===== src/rtl/prog_loader_pkg.sv =====
`default_nettype none
// ============================================================================
// Module      : prog_loader_pkg
// Description : Shared types and constants for the host-side program loader.
//               Holds the loader FSM state encoding and the byte/header
//               geometry used by prog_loader and inst_packer.
// Revision    : 1.0 - initial release
// ============================================================================
package prog_loader_pkg;

  localparam int HDR_BYTES  = 2;  // instruction-count header length in bytes
  localparam int BYTE_WIDTH = 8;  // host stream byte width

  typedef enum logic [2:0] {
    ST_IDLE    = 3'd0,
    ST_CLEAR   = 3'd1,
    ST_HDR_LO  = 3'd2,
    ST_HDR_HI  = 3'd3,
    ST_COLLECT = 3'd4,
    ST_EMIT    = 3'd5,
    ST_DONE    = 3'd6,
    ST_ERROR   = 3'd7
  } loader_state_e;

endpackage
`default_nettype wire


===== src/rtl/prog_loader_inst_packer.sv =====
`default_nettype none
// ============================================================================
// Module      : inst_packer
// Description : Little-endian instruction assembler. Byte k of an
//               instruction lands in bits [8k+7:8k]; the byte index wraps
//               to 0 after the last byte of the word.
// Revision    : 1.0 - initial release
// Ports       :
//   clk_i        in   clock
//   reset_ni     in   asynchronous active-low reset
//   clear_i      in   synchronous clear of index and assembly register
//   byte_valid_i in   accept byte_i into the current lane
//   byte_i       in   host byte
//   word_o       out  assembled instruction (registered)
//   word_done_o  out  current accept completes the instruction
// ============================================================================
module inst_packer
  import prog_loader_pkg::*;
#(
  parameter int INST_WIDTH = 32
) (
  input  logic                  clk_i,
  input  logic                  reset_ni,
  input  logic                  clear_i,
  input  logic                  byte_valid_i,
  input  logic [BYTE_WIDTH-1:0] byte_i,
  output logic [INST_WIDTH-1:0] word_o,
  output logic                  word_done_o
);

  localparam int BPI   = INST_WIDTH / BYTE_WIDTH;
  localparam int IDX_W = (BPI > 1) ? $clog2(BPI) : 1;
  localparam logic [IDX_W-1:0] LAST_IDX = IDX_W'(BPI - 1);

  logic [IDX_W-1:0]      idx_q;
  logic [INST_WIDTH-1:0] word_q;

  assign word_done_o = byte_valid_i && (idx_q == LAST_IDX);
  assign word_o      = word_q;

  always_ff @(posedge clk_i or negedge reset_ni) begin
    if (!reset_ni) begin
      idx_q <= '0;
    end else if (clear_i) begin
      idx_q <= '0;
    end else if (byte_valid_i) begin
      idx_q <= word_done_o ? '0 : idx_q + 1'b1;
    end
  end

  // Lanes are written in place, so the word stays stable while it is emitted.
  always_ff @(posedge clk_i or negedge reset_ni) begin
    if (!reset_ni) begin
      word_q <= '0;
    end else if (clear_i) begin
      word_q <= '0;
    end else if (byte_valid_i) begin
      for (int k = 0; k < BPI; k++) begin
        if (idx_q == IDX_W'(k)) begin
          word_q[k*BYTE_WIDTH +: BYTE_WIDTH] <= byte_i;
        end
      end
    end
  end

endmodule
`default_nettype wire


===== src/rtl/prog_loader.sv =====
`default_nettype none
// ============================================================================
// Module      : prog_loader
// Description : Host-side program loader. Takes a byte stream over
//               valid/ready, reads a 16-bit little-endian instruction count,
//               rejects counts above inst_limit, then assembles and strobes
//               INST_WIDTH instructions into the control unit after a
//               one-cycle clear pulse.
// Revision    : 1.0 - initial release
// Ports       :
//   clk_i          in   clock
//   reset_ni       in   asynchronous active-low reset
//   start_i        in   begin a session (IDLE/DONE/ERROR only)
//   in_valid_i     in   host byte valid
//   in_data_i      in   host byte
//   in_ready_o     out  loader accepts a byte this cycle
//   ctrl_reset_o   out  one-cycle clear pulse to the control unit
//   load_o         out  instruction strobe
//   load_inst_o    out  instruction qualified by load_o
//   busy_o         out  session active
//   done_o         out  session completed
//   err_o          out  header count exceeded inst_limit
//   loaded_count_o out  instructions emitted this session
// ============================================================================
module prog_loader
  import prog_loader_pkg::*;
#(
  parameter int INST_WIDTH = 32,
  parameter int inst_limit = 1024
) (
  input  logic                               clk_i,
  input  logic                               reset_ni,
  input  logic                               start_i,
  input  logic                               in_valid_i,
  input  logic [BYTE_WIDTH-1:0]              in_data_i,
  output logic                               in_ready_o,
  output logic                               ctrl_reset_o,
  output logic                               load_o,
  output logic [INST_WIDTH-1:0]              load_inst_o,
  output logic                               busy_o,
  output logic                               done_o,
  output logic                               err_o,
  output logic [$clog2(inst_limit+1)-1:0]    loaded_count_o
);

  localparam int BPI       = INST_WIDTH / BYTE_WIDTH;
  localparam int cnt_width = $clog2(inst_limit + 1);
  localparam int HDR_W     = BYTE_WIDTH * HDR_BYTES;
  localparam logic [HDR_W:0] LIMIT_EXT = (HDR_W + 1)'(inst_limit);

  loader_state_e state_q, state_d;

  logic [BYTE_WIDTH*(HDR_BYTES-1)-1:0] hdr_lo_q;
  logic [cnt_width-1:0]                remaining_q;
  logic [cnt_width-1:0]                count_q;

  logic ready_q, ready_d;
  logic ctrl_reset_q, ctrl_reset_d;
  logic load_q, load_d;
  logic busy_q, busy_d;
  logic done_q, done_d;
  logic err_q, err_d;

  logic             accept;
  logic [HDR_W-1:0] hdr_count;
  logic             hdr_zero;
  logic             hdr_over;
  logic             pk_clear;
  logic             pk_valid;
  logic             pk_word_done;

  // ready_q mirrors the state decode, so it is the live handshake qualifier.
  assign accept    = in_valid_i && ready_q;
  assign hdr_count = {in_data_i, hdr_lo_q};
  assign hdr_zero  = (hdr_count == '0);
  assign hdr_over  = ({1'b0, hdr_count} > LIMIT_EXT);
  assign pk_clear  = (state_q == ST_CLEAR);
  assign pk_valid  = accept && (state_q == ST_COLLECT);

  inst_packer #(
    .INST_WIDTH (INST_WIDTH)
  ) u_packer (
    .clk_i        (clk_i),
    .reset_ni     (reset_ni),
    .clear_i      (pk_clear),
    .byte_valid_i (pk_valid),
    .byte_i       (in_data_i),
    .word_o       (load_inst_o),
    .word_done_o  (pk_word_done)
  );

  // State register
  always_ff @(posedge clk_i or negedge reset_ni) begin
    if (!reset_ni) state_q <= ST_IDLE;
    else           state_q <= state_d;
  end

  // Next-state logic
  always_comb begin
    state_d = state_q;
    case (state_q)
      ST_IDLE, ST_DONE, ST_ERROR: if (start_i) state_d = ST_CLEAR;
      ST_CLEAR:   state_d = ST_HDR_LO;
      ST_HDR_LO:  if (accept) state_d = ST_HDR_HI;
      ST_HDR_HI: begin
        if (accept) begin
          if (hdr_zero)      state_d = ST_DONE;
          else if (hdr_over) state_d = ST_ERROR;
          else               state_d = ST_COLLECT;
        end
      end
      ST_COLLECT: if (pk_word_done) state_d = ST_EMIT;
      // remaining_q is at least 1 here; the <= guards against ever wrapping.
      ST_EMIT:    state_d = (remaining_q <= cnt_width'(1)) ? ST_DONE : ST_COLLECT;
      default:    state_d = ST_IDLE;
    endcase
  end

  // Output decode from the next state so every output is a flop.
  always_comb begin
    ready_d      = (state_d == ST_HDR_LO) || (state_d == ST_HDR_HI) ||
                   (state_d == ST_COLLECT);
    ctrl_reset_d = (state_d == ST_CLEAR);
    load_d       = (state_d == ST_EMIT);
    busy_d       = (state_d == ST_CLEAR) || ready_d || (state_d == ST_EMIT);
    done_d       = (state_d == ST_DONE);
    err_d        = (state_d == ST_ERROR);
  end

  always_ff @(posedge clk_i or negedge reset_ni) begin
    if (!reset_ni) begin
      ready_q      <= 1'b0;
      ctrl_reset_q <= 1'b0;
      load_q       <= 1'b0;
      busy_q       <= 1'b0;
      done_q       <= 1'b0;
      err_q        <= 1'b0;
    end else begin
      ready_q      <= ready_d;
      ctrl_reset_q <= ctrl_reset_d;
      load_q       <= load_d;
      busy_q       <= busy_d;
      done_q       <= done_d;
      err_q        <= err_d;
    end
  end

  // Header and instruction counters
  always_ff @(posedge clk_i or negedge reset_ni) begin
    if (!reset_ni) begin
      hdr_lo_q    <= '0;
      remaining_q <= '0;
      count_q     <= '0;
    end else begin
      if (state_q == ST_HDR_LO && accept) hdr_lo_q <= in_data_i;
      // Count is cleared on entry to CLEAR so it already reads 0 there.
      if (state_d == ST_CLEAR) begin
        count_q     <= '0;
        remaining_q <= '0;
      end else if (state_q == ST_HDR_HI && accept) begin
        remaining_q <= hdr_count[cnt_width-1:0];
      end else if (state_q == ST_EMIT) begin
        count_q     <= count_q + 1'b1;
        remaining_q <= remaining_q - 1'b1;
      end
    end
  end

  assign in_ready_o     = ready_q;
  assign ctrl_reset_o   = ctrl_reset_q;
  assign load_o         = load_q;
  assign busy_o         = busy_q;
  assign done_o         = done_q;
  assign err_o          = err_q;
  assign loaded_count_o = count_q;

endmodule
`default_nettype wire


===== config.mk =====
export PLATFORM = sky130hd
export DESIGN_NAME = prog_loader
export DESIGN_NICKNAME = d
export VERILOG_FILES = /design/src/rtl/prog_loader_pkg.sv /design/src/rtl/prog_loader_inst_packer.sv /design/src/rtl/prog_loader.sv
export SDC_FILE = /design/constraint.sdc
export NUM_CORES = 1
export LEC_CHECK = 0
export BUFFER_PORTS_ARGS = -buffer_cell sky130_fd_sc_hd__buf_2
export CORE_MARGIN = 4
export CORE_UTILIZATION = 50
export DETAILED_ROUTE_END_ITERATION = 12
export PLACE_DENSITY_LB_ADDON = 0.1
export SLEW_MARGIN = 20
export SYNTH_ARGS = -nofsm -noshare
export SYNTH_HDL_FRONTEND = slang
export SYNTH_SLANG_ARGS = --single-unit

===== constraint.sdc =====
create_clock -name clk_i -period 1.8 [get_ports clk_i]
set_input_delay 0.36 -clock clk_i [delete_from_list [all_inputs] [get_ports clk_i]]
set_output_delay 0.36 -clock clk_i [all_outputs]
set_load 0.02 [all_outputs]

======== Word level (Yosys, flattened, before mapping) ========
Index checks and enable logic that the tools add are counted.
storage, ports and cells
  flip-flop bits (word level) ............. 73
  latch bits .............................. 0
  bits in writable memories ............... 0
  ROM bits ................................ 0
  input bits .............................. 12
  output and inout bits ................... 49
  word-level logic and storage cells ...... 86
  memories ................................ 0
cells by class
  add/sub/neg operators ................... 3
  multipliers ............................. 0
  divide/modulo/power cells ............... 0
  $lt $le $gt $ge ......................... 2
  equality and inequality tests ........... 18
  shift operators ......................... 0
  multiplexer cells ....................... 23
  bitwise operators ....................... 0
  reductions and logical operators ........ 25
operators with widths
  operator                                               number
  two-way mux 11 bit                                     6
  two-way mux 32 bit                                     2
  two-way mux 8 bit                                      4
  equality test 3 bit (second input constant)            8
  one-hot mux 3 bit (6 select lines)                     1
  > comparator 16 x 11 -> 1 bit (second input constant)  1
  logical NOT 16 bit                                     1
  equality test 3 x 2 -> 1 bit (second input constant)   4
  two-way mux 2 bit                                      6
  two-way mux 3 bit                                      4
  nonzero test 2 bit                                     6
  adder 11 x 1 -> 11 bit (second input constant)         1
  <= comparator 11 x 1 -> 1 bit (second input constant)  1
  subtractor 11 x 1 -> 11 bit (second input constant)    1
  AND reduction 2 bit                                    5
  equality test 3 x 1 -> 1 bit (second input constant)   2
  logical AND 1 bit                                      5
  equality test 2 bit (second input constant)            2
  logical OR 1 bit                                       4
  logical NOT 3 bit                                      1
  nonzero test 3 bit                                     1
  OR reduction 3 bit                                     1
  adder 2 x 1 -> 2 bit (second input constant)           1
  equality test 2 x 1 -> 1 bit (second input constant)   1
  other kinds (2)                                        2

======== Depth between registers and ports, before layout ========
  depth after elaboration ................. 10
  gate-level depth with buffers ........... 9
  depth with buffers taken out ............ 6

======== By module ========
Synthesis repeated with hierarchy kept, for this count alone.
second synthesis, totals
  cell total of the unflattened synthesis .. 338
  area total of the unflattened synthesis .. 3708.6 sq um
modules (own cells, without submodules)
  module       times used  cells an instance  area an instance (sq um)  seq. area each (sq um)
  prog_loader  1           208                2112.0                    975.9
  inst_packer  1           130                1596.5                    850.8

======== Worst setup path after synthesis ========
OpenSTA, ideal clock, no wires.
  kind .................................... reg2reg
  start point ............................. register hdr_lo_q[4]
  end point ............................... register remaining_q[0]
  setup time .............................. 0.107 ns
  arrival ................................. 1.817 ns
  setup slack ............................. -0.124 ns
  cell stages (with the launch flop) ...... 7
  path buffers ............................ 1
  period minus slack after synthesis ...... 1.924 ns
  cells stage by stage .................... dfrtp_1 > or4_4 > nor4_4 > a21oi_2 > and3_1 > buf_6 > a2111oi_4
between the ends
  longest elaborated chain between the ends .. 7
  elaborated cells on any way between the ends .. 9
ends and longest elaborated chain
  item                                                                RTL line            text
  from (decl)                                                         prog_loader.sv:53   logic [BYTE_WIDTH*(HDR_BYTES-1)-1:0] hdr_lo_q;
  from (signal assigned)                                              prog_loader.sv:155  if (state_q == ST_HDR_LO && accept) hdr_lo_q <= in_data_i;
  > comparator 16 x 11 -> 1 bit                                       prog_loader.sv:76   assign hdr_over = ({1'b0, hdr_count} > LIMIT_EXT);
  two-way mux 2 bit                                                   prog_loader.sv:108  else if (hdr_over) state_d = ST_ERROR;
  two-way mux 2 bit *                                                 prog_loader.sv:107  if (hdr_zero) state_d = ST_DONE;
  two-way mux 3 bit *                                                 prog_loader.sv:106  if (accept) begin
  one-hot mux 3 bit (6 select lines) *                                prog_loader.sv:101  case (state_q)
  equality test 3 x 1 -> 1 bit *                                      prog_loader.sv:157  if (state_d == ST_CLEAR) begin
  nonzero test 3 bit (no line) or two-way mux 11 bit (tied branches)  -
  to (signal assigned)                                                prog_loader.sv:161  remaining_q <= hdr_count[cnt_width-1:0];
  to (signal assigned)                                                prog_loader.sv:164  remaining_q <= remaining_q - 1'b1;
  to (decl)                                                           prog_loader.sv:54   logic [cnt_width-1:0] remaining_q;
Mark *: on every way between the ends. The rest lies on a longest branch, timed or not.
A chain may end at the register's enable or synchronous reset.

======== Worst setup path after layout ========
  start point ............................. register hdr_lo_q[4]
  end point ............................... register done_q (netlist: done_o)
between the ends
  longest elaborated chain between the ends .. 6
  elaborated cells on any way between the ends .. 7
ends and longest elaborated chain
  item                                  RTL line            text
  > comparator 16 x 11 -> 1 bit         prog_loader.sv:76
  two-way mux 2 bit                     prog_loader.sv:108
  two-way mux 2 bit *                   prog_loader.sv:107
  two-way mux 3 bit *                   prog_loader.sv:106
  one-hot mux 3 bit (6 select lines) *  prog_loader.sv:101
  net state_d[0]                        prog_loader.sv:51   loader_state_e state_q, state_d;
  equality test 3 bit *                 prog_loader.sv:126  done_d = (state_d == ST_DONE);
  net done_d                            prog_loader.sv:61   logic done_q, done_d;
  to (signal assigned)                  prog_loader.sv:143  done_q <= done_d;
  to (decl)                             prog_loader.sv:61
The timed path passes the listed nets; every way through them passes the cells marked *.

==> results.json <==
{
  "port_buffers": 60,
  "crit_arrival_ns": 2.19,
  "crit_path_top_delay_cell": "or4_4",
  "syn-cell-area_um2": 3531,
  "die_y_um": 92.04,
  "clk_path_buf_depth": 2,
  "grt_pass1_vias": 2988,
  "setup.worst_path.start_class": "register",
  "rsz0062_at_grt": "true",
  "p_per_area_nw_per_um2": 1381,
  "numCtsBuffers": 9,
  "overflow": 0,
  "io_pins": 61,
  "gp_congestion": 0.8809,
  "clkLatencyLatePin_ns": 0.34,
  "hold_violations": 0,
  "finClkSkew_ns": 0.01093,
  "status": "finished, violations left",
  "dp_hpwl_um": 6067,
  "syn2layout_area_growth_pct": 27.92,
  "grt_max_degree": 74,
  "worst_pin_slew_ns": 0.4726,
  "rows": 30,
  "reg2reg_depth": 7,
  "fin_setup_tns_ns": -1.828,
  "worst_path_most_repeated_cell": "buf_4",
  "critPathRequiredTime_ns": 2.06,
  "post-route-drc-count": 0,
  "r2r-start": "hdr_lo_q[4]$_DFFE_PN0P_",
  "p_total_mw": 6.237,
  "cts_hold_buf": 0,
  "yosysTopAreaCellShare_pct": 51.74,
  "drv_slew": 0,
  "netlist_instances": 353,
  "path_cells": "or4_4, nor4_4, buf_4, o22a_4, buf_4, a21oi_2, nor3b_1",
  "synth_edf_count": 0,
  "synth_area_leaders": "dfrtp_1, a21oi_1, nand3_1, nand2_1, nor2_1",
  "period_minus_slack_ns": 1.934,
  "switching_power_mw": 2.325,
  "avgRoutedWirePerCell_um": 16.01,
  "post-route-util_pct": 66.12,
  "totalWireLength_um": 8724,
  "chipWidth_um": 92.04,
  "ys_seq_area_share_pct": 51.74,
  "synthFlopType": "dfrtp_1",
  "h-tree-depth": 3,
  "cp_top_family": "simple AND/OR/NAND/NOR gates",
  "synth_most_common_cell": "dfrtp_1",
  "ant_nets": 0,
  "maxCapViolations": 0,
  "layout_setup_ws_ns": -0.1337,
  "synth_nets": 372,
  "nNetsFinal": 463,
  "cts_setup_buffers": 0,
  "layout-drive-gt1-share_pct": 34.74,
  "p_leak_nw": 2.208,
  "crit_start": "hdr_lo_q[4]$_DFFE_PN0P_",
  "p_clk_share_pct": 21.1,
  "seq_power_share_pct": 36.7,
  "drt_pass1_iterations": 4,
  "cts_tree": "built",
  "antenna_found_initial": 1,
  "diodes": 0,
  "async_reset_ff_share_pct": 100.0,
  "synth.distinct_cells": 46,
  "drt-vias-per-instance": 5.459,
  "vdd_ir_drop_max_uv": 538.4,
  "synth_common_cells": "dfrtp_1, nand2_1, a21oi_1, nor2_1, nand3_1",
  "via_count": 2975,
  "die-area_um2": 8470,
  "worstSetupPathType": "register to register",
  "holdCritPathClass": "primary input to asynchronous set/reset pin",
  "yosys.area.top_type": "dfrtp_1",
  "place_ws_ns": -0.2977,
  "synth-seq-cells": 73,
  "setup_viol_count_final": 28,
  "cp_max_fo": 2,
  "avgSynthCellArea_um2": 10.00,
  "fmax_ghz": 0.5171,
  "p_int_mw": 3.912,
  "comb_power_share_pct": 42.2,
  "core_um2": 6832,
  "cts.sink_count": 73,
  "grt_pass1_wl_um": 14810,
  "clkTransAtPathRegs_ns": 0.08,
  "drt_iter0_markers": 151,
  "fillers": 581,
  "crit_buf_inv": 2,
  "slew_headroom_pct": 68.49,
  "r2r_slack_ns": -0.13,
  "switching_share_pct": 37.28,
  "synth_warnings": 0,
  "initial_core_util_pct": 51.68,
  "grt_use_total_pct": 22.11,
  "cp-end-kind": "register",
  "cts_root_buf": "clkbuf_8",
  "r2r_end": "done_o$_DFF_PN0_",
  "fin_crit_sh_pct": 107.4,
  "violations": "setup timing",
  "crit_path_max_incr_delay_ns": 0.55
}
## registers in the layout, summed over array words and instances, names as in the netlist
name	count
busy_o	1
ctrl_reset_o	1
done_o	1
err_o	1
hdr_lo_q	8
in_ready_o	1
load_o	1
loaded_count_o	11
remaining_q	11
state_q	3
u_packer.idx_q	2
u_packer.word_o	32
## worst register-to-register path: cells and delay by family, from the launching register on
family | cells | cell delay (ns)
flops | 1 | 0.38
buf+inv | 2 | 0.29
simple gates | 3 | 0.99
compound gates | 2 | 0.20
## through the flow
step	cells	hold slack, ns	area (µm²)
final	545	0.02207	4517
after global placement	529	0.4241	4218
after global routing	545	0.05500	4517
after detailed placement	529	0.4242	4218
after CTS	545	0.04609	4502
after floorplan	353	0.06441	3546
## cell type report
| class | count | area [µm²] | share of cell area [%] |
|---|---|---|---|
| clock buffer | 11 | 141.4 | 3.130 |
| multi-input combinational | 249 | 1654 | 36.62 |
| clock inverter | 5 | 63.81 | 1.413 |
| tap | 96 | 120.1 | 2.659 |
| sequential | 73 | 1827 | 40.44 |
| timing repair buffer | 103 | 680.7 | 15.07 |
| inverter | 8 | 30.03 | 0.6648 |
## cell usage in the layout, fill, tap and decap left out, types with 4 or more instances in the layout
master	n
a211oi_2	4
a21oi_1	30
a21oi_2	8
and3b_1	5
buf_12	4
buf_2	60
buf_4	37
clkbuf_8	10
dfrtp_1	73
ha_1	7
inv_1	8
mux2_2	9
mux2i_1	12
nand2_1	36
nand3_1	34
nor2_1	32
nor2_2	4
nor3_1	8
xnor2_1	8
xor2_1	6
## kinds of logic after synthesis
logic type	after synthesis	share of synthesized area [%]
multiplexers	21	6.272
AND/OR/NAND/NOR	148	21.01
flip-flops	73	51.74
adder cells (fa/ha/maj)	7	2.480
XOR/XNOR	14	3.473
AO/OA/AOI/OAI	59	11.09
buffers and inverters	31	3.933
## how the worst max path moves through the flow
stage | end | depth (start not counted)
2_1_floorplan | remaining_q[0]$_DFFE_PN0P_ | 6
6_report | done_o$_DFF_PN0_ | 7
4_1_cts | in_ready_o$_DFF_PN0_ | 6
3_5_place_dp | remaining_q[3]$_DFFE_PN0P_ | 7
5_1_grt | done_o$_DFF_PN0_ | 7
3_3_place_gp | remaining_q[3]$_DFFE_PN0P_ | 7
## timing repair
item | in CTS | in global routing
pin swaps | 4 | 3
gates resized for setup | 18 | 7
setup endpoints to repair | 29 | 53
hold endpoints to repair | 0 | 0
## power by group through the flow
stage | Clock [mW] | Combinational [mW] | Sequential [mW]
global route | 1.41 | 2.90 | 2.33
detailed placement | 0 | 2.42 | 2.31
global placement | 0 | 2.37 | 2.29
floorplan | 0 | 1.35 | 2.45
finish | 1.32 | 2.63 | 2.29
CTS | 1.35 | 2.62 | 2.28
## routing by layer
layer	global-route usage [%]	vias to the layer above	wire length, µm
li1	-	1425	-
met1	29.11	1463	3812
met2	35.71	66	4340
met3	5.004	19	406
met4	8.292	2	150
met5	0	-	14
No activity file was read; power rests on OpenSTA's default activity.
